===== src/rtl/inst_fetch_unit.sv =====
// Instruction fetch stage: issues PC to imem, tracks in-flight requests, buffers {pc, inst} for decode.
// Latency: grant at N, rvalid at N+1, id_valid at N+2 (no bypass from imem_rdata).
// Backpressure: id_stall holds the FIFO head; requests stop when in-flight + buffered reaches DEPTH.
module inst_fetch_unit #(
  parameter int ADDR_W = 32,
  parameter int DATA_W = 32,
  parameter int DEPTH  = 2
) (
  input  logic              clk,
  input  logic              rst,
  input  logic [ADDR_W-1:0] pc_addr,
  input  logic              branch_true,
  output logic              fetch_stall,
  output logic              imem_req,
  output logic [ADDR_W-1:0] imem_addr,
  input  logic              imem_gnt,
  input  logic              imem_rvalid,
  input  logic [DATA_W-1:0] imem_rdata,
  output logic              id_valid,
  output logic [DATA_W-1:0] id_inst,
  output logic [ADDR_W-1:0] id_pc,
  input  logic              id_stall
);

  localparam int PW = $clog2(DEPTH);
  localparam int CW = $clog2(DEPTH + 1);
  localparam logic [CW:0] DEPTH_C = (CW + 1)'(DEPTH);

  logic [CW-1:0]     out_q, out_d;
  logic [CW-1:0]     disc_q, disc_d;
  logic [CW-1:0]     cnt_q, cnt_d;
  logic [PW-1:0]     aq_wr_q, aq_rd_q;
  logic [PW-1:0]     ff_wr_q, ff_wr_d, ff_rd_q, ff_rd_d;
  logic [ADDR_W-1:0] aq_mem_q  [DEPTH];
  logic [ADDR_W-1:0] ff_addr_q [DEPTH];
  logic [DATA_W-1:0] ff_data_q [DEPTH];

  logic        pop, accept, rsp, drop, push, credit;
  logic [CW:0] occ;

  // Handshake decode: a response with nothing in flight is spurious and ignored entirely.
  always_comb begin
    pop         = id_valid & ~id_stall & ~branch_true;
    accept      = imem_req & imem_gnt;
    rsp         = imem_rvalid & (out_q != '0);
    drop        = rsp & (disc_q != '0);
    push        = rsp & ~drop & ~branch_true;
    occ         = {1'b0, out_q} + {1'b0, cnt_q} - {{CW{1'b0}}, pop};
    credit      = occ < DEPTH_C;
    imem_req    = rst & credit & ~branch_true;
    // Stall is released during a branch so the PC takes the redirect instead of holding.
    fetch_stall = ~rst | (~branch_true & ~accept);
    imem_addr   = pc_addr;
    id_valid    = cnt_q != '0;
    id_inst     = ff_data_q[ff_rd_q];
    id_pc       = ff_addr_q[ff_rd_q];
  end

  // Next-state for counters and FIFO pointers; a branch empties the FIFO and re-arms discard.
  always_comb begin
    out_d   = out_q;
    disc_d  = disc_q;
    cnt_d   = cnt_q;
    ff_wr_d = ff_wr_q;
    ff_rd_d = ff_rd_q;
    if (accept && !rsp) begin
      out_d = out_q + CW'(1);
    end else if (rsp && !accept) begin
      out_d = out_q - CW'(1);
    end
    if (branch_true) begin
      // Everything still in flight after this edge belongs to the wrong path.
      disc_d  = out_q - CW'(rsp);
      cnt_d   = '0;
      ff_wr_d = '0;
      ff_rd_d = '0;
    end else begin
      if (drop) begin
        disc_d = disc_q - CW'(1);
      end
      if (push) begin
        ff_wr_d = ff_wr_q + PW'(1);
      end
      if (pop) begin
        ff_rd_d = ff_rd_q + PW'(1);
      end
      if (push && !pop) begin
        cnt_d = cnt_q + CW'(1);
      end else if (pop && !push) begin
        cnt_d = cnt_q - CW'(1);
      end
    end
  end

  // State registers, address queue and instruction FIFO storage.
  always_ff @(posedge clk or negedge rst) begin
    if (!rst) begin
      out_q   <= '0;
      disc_q  <= '0;
      cnt_q   <= '0;
      aq_wr_q <= '0;
      aq_rd_q <= '0;
      ff_wr_q <= '0;
      ff_rd_q <= '0;
      for (int i = 0; i < DEPTH; i++) begin
        aq_mem_q[i]  <= '0;
        ff_addr_q[i] <= '0;
        ff_data_q[i] <= '0;
      end
    end else begin
      out_q   <= out_d;
      disc_q  <= disc_d;
      cnt_q   <= cnt_d;
      ff_wr_q <= ff_wr_d;
      ff_rd_q <= ff_rd_d;
      if (accept) begin
        aq_mem_q[aq_wr_q] <= imem_addr;
        aq_wr_q           <= aq_wr_q + PW'(1);
      end
      if (rsp) begin
        aq_rd_q <= aq_rd_q + PW'(1);
      end
      if (push) begin
        ff_addr_q[ff_wr_q] <= aq_mem_q[aq_rd_q];
        ff_data_q[ff_wr_q] <= imem_rdata;
      end
    end
  end

endmodule

===== config.mk =====
export PLATFORM = sky130hd
export DESIGN_NAME = inst_fetch_unit
export DESIGN_NICKNAME = d
export VERILOG_FILES = /design/src/rtl/inst_fetch_unit.sv
export SDC_FILE = /design/constraint.sdc
export NUM_CORES = 1
export LEC_CHECK = 0
export ABC_AREA = 1
export BUFFER_PORTS_ARGS = -buffer_cell sky130_fd_sc_hd__buf_4
export CAP_MARGIN = 20
export CORE_MARGIN = 10
export CORE_UTILIZATION = 55
export CTS_BUF_LIST = sky130_fd_sc_hd__clkbuf_4 sky130_fd_sc_hd__clkbuf_8
export CTS_CLUSTER_DIAMETER = 50
export DETAILED_ROUTE_END_ITERATION = 10
export PLACE_DENSITY_LB_ADDON = 0.25
export SLEW_MARGIN = 10
export SYNTH_ARGS = -nofsm -noshare
export SYNTH_HDL_FRONTEND = slang
export SYNTH_SLANG_ARGS = --single-unit

===== constraint.sdc =====
create_clock -name clk -period 4.5 [get_ports clk]
set_clock_uncertainty 0.05 [all_clocks]
set_input_delay 0.9 -clock clk [delete_from_list [all_inputs] [get_ports clk]]
set_output_delay 0.9 -clock clk [all_outputs]
set_load 0.05 [all_outputs]

==> key figures <==
Outcome
  • Status: complete, no violations

Clock network
  • Clock-pin slew on the worst setup and hold paths: 0.06 ns
  • CTS Sinks: 202
  • CTS tree: done
  • CTS Buffer Depth: 3
  • CTS resizes: 0
  • # H-tree levels: 2
  • Clk_lat worst skew: 0.52 ns
  • Hold_buf cts: 0
  • Num CTS Buffers: 34
  • Postcts setup bufs: 0
  • CTS root buffer: clkbuf_8

Synthesis
  • Main synth FF type: dfrtp_1
  • Post-Syn Nets: 1203
  • EDFF count, synth: 0
  • Area of the mapped netlist: 9560 um^2
  • Yosys warnings: 0
  • Sequential fraction of the synthesis area: 52.9%
  • Cells after Synth: 1127
  • Ys async rst share: 100%
  • Yosys cell types: 27
  • Number of synthesized register bits: 202
  • Avg Inst Size Synth: 8.48 um^2

Pwr
  • VDD IR max: 0.410 mV
  • PwrDens: 753 nW/um^2
  • P_leak: 5.87 nW
  • Total Power: 8.53 mW

Layout
  • Finished Core Util: 66.0%
  • Layout net count: 1314
  • Diode count: 0
  • Area Overhead vs Synth: 18.7%
  • FILL cells: 1511
  • Post-Layout Cell Count: 1487
  • Final Cell Area: 11300 um^2
  • Share of cells above drive strength 1: 23.0%

Setup path
  • Crit path required time: 3.55 ns
  • Worst stage delay on the critical path: 0.41 ns
  • Cells along the critical path: nor2_1 > inv_1 > nand2_1 > nor2_1 > ha_1 > or2_2 > fa_1 > xnor2_1 > nor2_4 > nand2_1 > inv_1 > o21ai_1 > buf_4
  • Arrival time at the worst endpoint: 3.10 ns
  • CP max FO: 4
  • Crit Path Class: reg2out
  • Worst Setup End Kind: primary output
  • Crit path launch type: register
  • Slowest CP cell: dfrtp_1

Placement
  • GP Congestion: 0.811
  • Dpl hpwl: 15100 um
  • Post-Place Cell Area: 10600 um^2
  • Pre-CTS setup slack: 0.490 ns
  • Inst Count DP: 1426
  • Port bufs: 168

GRT
  • Antenna violations before repair: 0
  • First-pass GRT wire length: 38800 um
  • Total grt overflow: 0
  • Vias in the first global route: 7630
  • Largest net degree at the start of global routing: 87
  • Global Route Usage Sum: 19.8%

Floorplan
  • Initial cell density of the core: 55.6%
  • Die area: 23000 um^2
  • # IOs: 169
  • Core box area: 17200 um^2
  • Die Wd: 152 um
  • Row count: 48
  • Die Ht: 152 um

Detailed routing
  • Final WL: 23300 um
  • Total vias in the final route: 7829
  • WL/cell: 15.7 um
  • Number of nets still failing antenna checks after routing: 0
  • # DRC: 0
  • Vias per cell: 5.26
  • Initial detailed-routing violation count: 368
  • Router iterations before antenna repair: 5

Timing
  • Final worst setup slack: 0.452 ns
  • # setup viols final: 0
  • Fin crit period: 4.05 ns
  • Final hold vios: 0
  • Final Max Slew Viols: 0
  • Hold_ws: 0.171 ns
  • Slew HR: 33.8%
  • Final period utilization: 90.0%
  • Worst-Margin Slew: 0.992 ns
  • Post-Route Setup TNS: 0 ns
  • RSZ-0062 raised after global routing: false
  • FMAX: 247 MHz

Flow run
  • MaxCap Viol Count: 0

Min path
  • Tightest Hold Check Type: in2async
## cell families (layout without fill, tap and decap cells)
kind of cell	count (synthesis)	count (layout)	synth area share [%]
XOR/XNOR	6	6	0.550
AND/OR/NAND/NOR	487	487	21.4
buffers and inverters	191	326	9.85
multiplexers	32	32	3.77
AO/OA/AOI/OAI	203	203	10.7
flip-flops	202	202	52.9
adder cells (fa/ha/maj)	6	6	0.864
## cells in the mapped netlist, types with 4 or more instances
master	n	share of area, %
inv_2	4	0.16
nor2_1	7	0.28
mux2_2	32	3.8
inv_1	76	3.0
xor2_1	4	0.37
clkbuf_1	34	1.3
buf_4	40	3.1
nand2_1	403	16
dfrtp_1	202	53
o21ai_0	122	6.4
ha_1	5	0.65
buf_6	5	0.59
nand4_1	64	4.2
o21ai_1	79	4.1
nand3_1	4	0.21
buf_2	29	1.5
## cells in the final DEF, fill, tap and decap left out, types with 7 or more instances in the layout
cell | synthesis | routed
o21ai_1 | 79 | 80
mux2_2 | 32 | 32
buf_4 | 40 | 183
dfrtp_1 | 202 | 201
o21ai_0 | 122 | 121
nand2_1 | 403 | 403
inv_1 | 76 | 76
clkbuf_4 | 0 | 17
clkbuf_8 | 0 | 43
nand4_1 | 64 | 64
nor2_1 | 7 | 7
## worst max-delay path: cells and delay by family (launching register included)
family,cells,cell delay [ns]
fa+ha+maj,2,0.63
buf+inv,3,0.39
simple gates,6,0.71
compound gates,1,0.17
xor+xnor,1,0.27
flops,1,0.41
## layout make-up
| class | instances | area, um^2 | share of cell area (%) |
|---|---|---|---|
| Clock buffer | 59 | 706 | 6.22 |
| Timing Repair Buffer | 186 | 1420 | 12.5 |
| Multi-Input combinational cell | 734 | 3560 | 31.4 |
| Inverter | 80 | 300 | 2.65 |
| Tap cell | 225 | 282 | 2.48 |
| Clock inverter | 1 | 5.00 | 0.0441 |
| Sequential cell | 202 | 5060 | 44.6 |
## worst paths after layout
path	startpoint	to	slack (ns)	cells past startpoint
min in group clk	aq_mem_q[1]	aq_mem_q[1]	0.42	2
max	cnt_q[1]	fetch_stall	0.45	13
min reg2reg	aq_mem_q[1]	aq_mem_q[1]	0.42	2
max reg2reg	cnt_q[1]	aq_mem_q[16]	1.15	14
max in group asynchronous	rst	aq_mem_q[23]	2.58	3
min	rst	ff_data_q[54]	0.17	1
## registers in the layout, summed over array words and instances (netlist names)
signal and count:
ff_wr_q 1, disc_q 2, ff_addr_q 64, aq_wr_q 1, out_q 2, ff_rd_q 1, aq_rd_q 1, cnt_q 2
aq_mem_q 64, ff_data_q 64
## power by group
| group | total, mW | internal [mW] | leakage [nW] | switching (mW) |
|---|---|---|---|---|
| Sequential | 2.97 | 2.58 | 2.64 | 0.394 |
| Combinational | 3.88 | 1.19 | 2.84 | 2.70 |
| Clock | 1.67 | 0.979 | 0.384 | 0.696 |
## per-layer routing
layer  track usage (%)  routed length (um)  vias up
li1                  -                   -     3841
met1              26.9               10800     3747
met2              30.8               10900      212
met3              4.71                1260       29
met4              5.46                 334        0
met5                 0                   0        -
(Power assumes the default switching activity.)
